==> config.mk <==
export PLATFORM = sky130hd
export DESIGN_NAME = lsu_align
export DESIGN_NICKNAME = d
export VERILOG_FILES = /design/src/rtl/lsu_align.sv
export SDC_FILE = /design/constraint.sdc
export NUM_CORES = 1
export LEC_CHECK = 0
export ABC_AREA = 1
export CORE_AREA = 2 2 184 186
export DETAILED_ROUTE_END_ITERATION = 12
export DIE_AREA = 0 0 186 188
export DONT_BUFFER_PORTS = 1
export GPL_ROUTABILITY_DRIVEN = 0
export PLACE_DENSITY = 0.54
export SYNTH_ARGS = -nofsm -noshare
export SYNTH_HDL_FRONTEND = slang
export SYNTH_SLANG_ARGS = --single-unit
==> constraint.sdc <==
create_clock -name clk -period 2.6 [get_ports clk]
set_input_delay 0.52 -clock clk [delete_from_list [all_inputs] [get_ports clk]]
set_output_delay 0.52 -clock clk [all_outputs]
set_load 0.02 [all_outputs]
==> src/rtl/lsu_align.sv <==
// Load/store alignment unit: turns byte-addressed EXU requests into aligned doubleword memory accesses.
// Optional build macro LSU_MISALIGN_TRAP_EN: misaligned accesses return resp_err instead of being force-aligned.
module lsu_align (
   input  logic        clk,
   input  logic        rst,
   input  logic        req_valid,
   output logic        req_ready,
   input  logic [63:0] req_addr,
   input  logic [63:0] req_wdata,
   input  logic        req_ren,
   input  logic        req_wen,
   input  logic [1:0]  req_wdt,
   input  logic        req_sext,
   output logic [63:0] mem_raddr,
   output logic [63:0] mem_waddr,
   output logic [63:0] mem_wdata,
   output logic [7:0]  mem_wmask,
   output logic        mem_ren,
   output logic        mem_wen,
   input  logic [63:0] mem_rdata,
   output logic        resp_valid,
   input  logic        resp_ready,
   output logic [63:0] resp_rdata,
   output logic        resp_err
);

   typedef enum logic [1:0] {S_IDLE, S_ACCESS, S_CAPTURE, S_RESP} state_t;

   state_t      r_state, w_next;
   logic [63:0] r_addr, r_wdata, r_rdata;
   logic        r_ren, r_wen, r_sext, r_err;
   logic [1:0]  r_wdt;

   logic        w_accept, w_illegal, w_misal, w_trap, w_access;
   logic [2:0]  w_lowmask;
   logic [7:0]  w_bytemask;
   logic [63:0] w_shifted, w_ext;

   assign w_accept  = req_valid && (r_state == S_IDLE);
   assign w_illegal = (req_ren == req_wen);

   always_comb begin
      w_lowmask = 3'b000;
      case (req_wdt)
         2'd0: w_lowmask = 3'b000;
         2'd1: w_lowmask = 3'b001;
         2'd2: w_lowmask = 3'b011;
         2'd3: w_lowmask = 3'b111;
         default: w_lowmask = 3'b000;
      endcase
   end

   assign w_misal = |(req_addr[2:0] & w_lowmask);

`ifdef LSU_MISALIGN_TRAP_EN
   assign w_trap = w_illegal | w_misal;
`else
   assign w_trap = w_illegal;
`endif

   always_ff @(posedge clk) begin
      if (rst) r_state <= S_IDLE;
      else     r_state <= w_next;
   end

   always_comb begin
      w_next = r_state;
      case (r_state)
         S_IDLE:    if (w_accept) w_next = w_trap ? S_RESP : S_ACCESS;
         S_ACCESS:  w_next = r_ren ? S_CAPTURE : S_RESP;
         S_CAPTURE: w_next = S_RESP;
         S_RESP:    if (resp_ready) w_next = S_IDLE;
         default:   w_next = S_IDLE;
      endcase
   end

   // Without the trap, the latched address is already size-aligned, so all later shifts use it directly.
   always_ff @(posedge clk) begin
      if (rst) begin
         r_addr  <= '0;
         r_wdata <= '0;
         r_ren   <= 1'b0;
         r_wen   <= 1'b0;
         r_wdt   <= '0;
         r_sext  <= 1'b0;
         r_err   <= 1'b0;
         r_rdata <= '0;
      end else begin
         if (w_accept) begin
            r_addr  <= {req_addr[63:3], req_addr[2:0] & ~w_lowmask};
            r_wdata <= req_wdata;
            r_ren   <= req_ren;
            r_wen   <= req_wen;
            r_wdt   <= req_wdt;
            r_sext  <= req_sext;
            r_err   <= w_trap;
            r_rdata <= '0;
         end
         if (r_state == S_CAPTURE) r_rdata <= w_ext;
      end
   end

   assign w_shifted = mem_rdata >> {r_addr[2:0], 3'b000};

   always_comb begin
      w_ext      = w_shifted;
      w_bytemask = 8'hFF;
      case (r_wdt)
         2'd0: begin
            w_ext      = {{56{r_sext & w_shifted[7]}}, w_shifted[7:0]};
            w_bytemask = 8'h01;
         end
         2'd1: begin
            w_ext      = {{48{r_sext & w_shifted[15]}}, w_shifted[15:0]};
            w_bytemask = 8'h03;
         end
         2'd2: begin
            w_ext      = {{32{r_sext & w_shifted[31]}}, w_shifted[31:0]};
            w_bytemask = 8'h0F;
         end
         default: begin
            w_ext      = w_shifted;
            w_bytemask = 8'hFF;
         end
      endcase
   end

   assign w_access   = (r_state == S_ACCESS);
   assign req_ready  = (r_state == S_IDLE);
   assign mem_ren    = w_access & r_ren;
   assign mem_wen    = w_access & r_wen;
   assign mem_raddr  = {r_addr[63:3], 3'b000};
   assign mem_waddr  = {r_addr[63:3], 3'b000};
   assign mem_wmask  = mem_wen ? (w_bytemask << r_addr[2:0]) : '0;
   assign mem_wdata  = mem_wen ? (r_wdata << {r_addr[2:0], 3'b000}) : '0;
   assign resp_valid = (r_state == S_RESP);
   assign resp_rdata = r_rdata;
   assign resp_err   = r_err;

endmodule

==> summary.md <==
| Metric | Value |
|---|---|
| Clock share of power | 21.3% |
| Unrepaired setup endpoints after global routing | yes |
| Hold Crit Start | rst |
| Fin area | roughly 0.013 mm2 |
| Yosys top cell area share | 33.6% |
| Largest cells by area after synthesis | dfxtp_1 (34%), nand2_1 (12%), o21ai_0 (9.8%) |
| Initial antenna violation count | 8 |
| Hold depth | 1 |
| Root Driver | clkbuf_16 |
| Fin. max-slew vios | 0 |
| Synth Area in Compound Gates | 20.2% |
| Die ar. | 0.0350 mm2 |
| Slew @ Worst Pin | 1090 ps |
| Drc violations | 0 |
| CTS tree | built |
| Post-DP HPWL | around 34000 um |
| Rows | 67 |
| Area post-placement | around 0.012 mm2 |
| Overflow after GRT | 0 |
| Post-DRT Antenna Nets | 0 |
| Slew margin rel. | a little over a quarter |
| Share of synthesized cell area in and, or, nand and nor gates | 27.9% |
| Post-synth EDFFs | 0 |
| Buffers plus inverters on the worst setup path | 4 |
| DRT iter0 DRCs | 1077 |
| Top cell family by delay on the critical path | buffers and inverters |
| Adder-Cell Fraction of Synth Area | 0.420% |
| Syn-to-layout area delta | 5.41% |
| Synth top cells by count | nand2_1 (394), nor2_1 (281), o21ai_0 (232) |
| Largest family of logic cells by synthesized area | simple AND/OR/NAND/NOR gates |
| Post-synth ARST share | 0% |
| Leakage | 5.14 nW |
| Power Total | approximately 0.012 W |
| Arr. time, crit path | 2030 ps |
| Worst R2R Path Depth | 8 |
| Layout Utilization | between 30% and 40% |
| Top-count cell post-synth | nand2_1 |
| Starting Density | 36.0% |
| CP startpoint | r_state[1] |
| Worst R2R Start | r_state[0] |
| CTS buffer count | 17 |
| Largest net degree at the start of global routing | 153 |
| PnR worst setup slack | 48.0 ps |
| Multiplexer share of the synthesized area | under 10% |
| Crit path capture type | output port |
| CP Data Required Time | 2080 ps |
| FF+latch count, synth | 200 |
| Crit-path slowest cell | dfxtp_2 |
| Min cycle time layout | around 2600 ps |
| Wirelength per Cell | between 20 and 25 um |
| Status | complete, no violations |
| Final Hold Fails | 0 |
| Worst-path maximum fanout | 14 |
| Netlist cell types | 38 |
| Overall Global Routing Usage | 25.3% |
| PD cells | 973 mW/mm2 |
| Area leader, netlist | dfxtp_1 |
| Synthesized area | roughly 0.012 mm2 |
| Switching share of power | between 40% and 50% |
| Synth Area in XOR/XNOR | 0.0736% |
| Register area | about 0.004 mm2 |
| Die Span Y | approximately 190 um |
| Filler cells | 3643 |
| Clock Pin Slew Worst Setup and Hold Paths | about 70 ps |
| Register share of total power | 44.5% |
| Max VDD drop | 0.000513 V |
| Setup Skew | 8.56 ps |
| Critical path depth in cells | 9 |
| Clk sink count | 200 |
| Via count | 11.8k |
| Yosys warning count | 0 |
| Final net count | 1920 |
| Period utilization | 98.2% |
| Critical path, cell by cell | inv_2, ha_4, nand2_2, nor2_4, buf_6, clkbuf_16, nand3_1, o21ai_1, buf_4 |
| Core area | 0.0331 mm2 |
| Critical path type | reg2out |
| Vias in the first global route | 11.2k |
| Setup crit start kind | register |
| Post-synthesis sequential area ratio | 33.6% |
| F_max | 392 MHz |
| Crit-path max cell delay | between 300 and 400 ps |
| Combinational power share | 34.2% |
| Max-cap viol count | 0 |
| Worst min path class | in2reg |
| H-tree Lvls | 4 |
| Die Width | 186 um |
| Ys flop type | dfxtp_1 |
| # IOs | 470 |
| Area of the multi-input gates | 0.00615 mm2 |
| Drt total wl | ~46000 um |
| Pre-Repair DR Iteration Count | 8 |
| Global-route wire length before repair | 67200 um |
| CTS max path bufs | 2 |
| Layout cells sized above 1 | between 10% and 20% |
| Vias/cell | 5.40 |
| Syn avg cell area | 6.45 um2 |
| Post-place setup slack | 282 ps |
| Port buffer count | 0 |
| Clock network latency to the later pin of the worst-skew pair | 460 ps |
| Pint | 0.00646 W |
| Sw Pwr | 0.00575 W |
| Mapped Cells | ~1.8k |
| Final setup violation count | 0 |
[logic make-up after synthesis]
kind of cell    count (synthesis)
compound gates                461
xor+xnor                        1
fa+ha+maj                       4
buf+inv                       336
flops                         200
mux                            21
other cells                     1
simple gates                  822
[repair_timing]
| action | in CTS | in global routing |
|---|---|---|
| hold buffers | 0 | 0 |
| buffers inserted | 2 | 5 |
| endpoints found under the setup margin | 55 | 59 |
| cloned | 0 | 1 |
| gates resized for setup | 32 | 32 |
| pin swaps | 1 | 4 |
[layout make-up]
cell class | instances | share of cell area (%)
Multi-Input combinational cell | 1315 | 49.0
Sequential cell | 200 | 32.0
Timing Repair Buffer | 116 | 7.93
Tap cell | 448 | 4.47
Clock buffer | 21 | 3.67
Inverter | 65 | 2.12
Clock inverter | 11 | 0.728
Antenna cell | 5 | 0.0997
[registers in the layout, summed over array words and instances, names as in the netlist]
register    count
r_ren           1
r_addr         64
r_wen           1
resp_rdata     64
r_state         2
r_sext          1
r_wdt           2
resp_err        1
r_wdata        64
[worst register-to-register path, cell delays in order (launching register included)]
cell,delay [ps]
dfxtp_2,380
inv_1,90
ha_1,250
nand2_4,100
inv_4,50
nor2_4,790
buf_4,360
nand2_1,70
a21oi_1,140
[layer usage]
metal	vias up	GRT usage (%)	routed length, um
met1	5511	29.0	17600
met5	-	0	44
li1	5659	-	-
met3	70	8.58	4520
met2	541	43.8	22200
met4	6	8.54	1320
[final timing paths]
check             slack, ps        endpoint
setup reg to reg        310  resp_rdata[10]
hold / removal          130   resp_rdata[5]
hold reg to reg         490     r_wdata[61]
setup / recovery         50   mem_wdata[44]
[layout by cell type (no fill, tap or decap), drive strengths merged, types with 5 or more instances in the layout]
cell / n
conb: 6
dfxtp: 200
nand2: 396
inv: 64
diode: 5
clkbuf: 22
mux2i: 21
nand3: 137
o22ai: 9
o21ai: 279
clkinv: 9
a21oi: 144
buf: 115
o211ai: 15
nor2: 285
a22oi: 10
[power by group through the flow]
| stage | logic (W) | clock network, W | registers, W |
|---|---|---|---|
| finish | 0.00418 | 0.00260 | 0.00544 |
| global route | 0.00466 | 0.00279 | 0.00554 |
| CTS | 0.00409 | 0.00266 | 0.00543 |
| detailed placement | 0.00403 | 0 | 0.00550 |
| global placement | 0.00399 | 0 | 0.00548 |
| floorplan | 0.00452 | 0 | 0.00443 |
[through the flow]
step,setup TNS (ps),cells,hold slack [ps]
after floorplan,0,1851,444
after global placement,0,2136,465
after detailed placement,0,2136,472
after CTS,-75.9,2170,99.0
after global routing,-120,2178,90.5
final,0,2181,130
(Power assumes the default switching activity.)
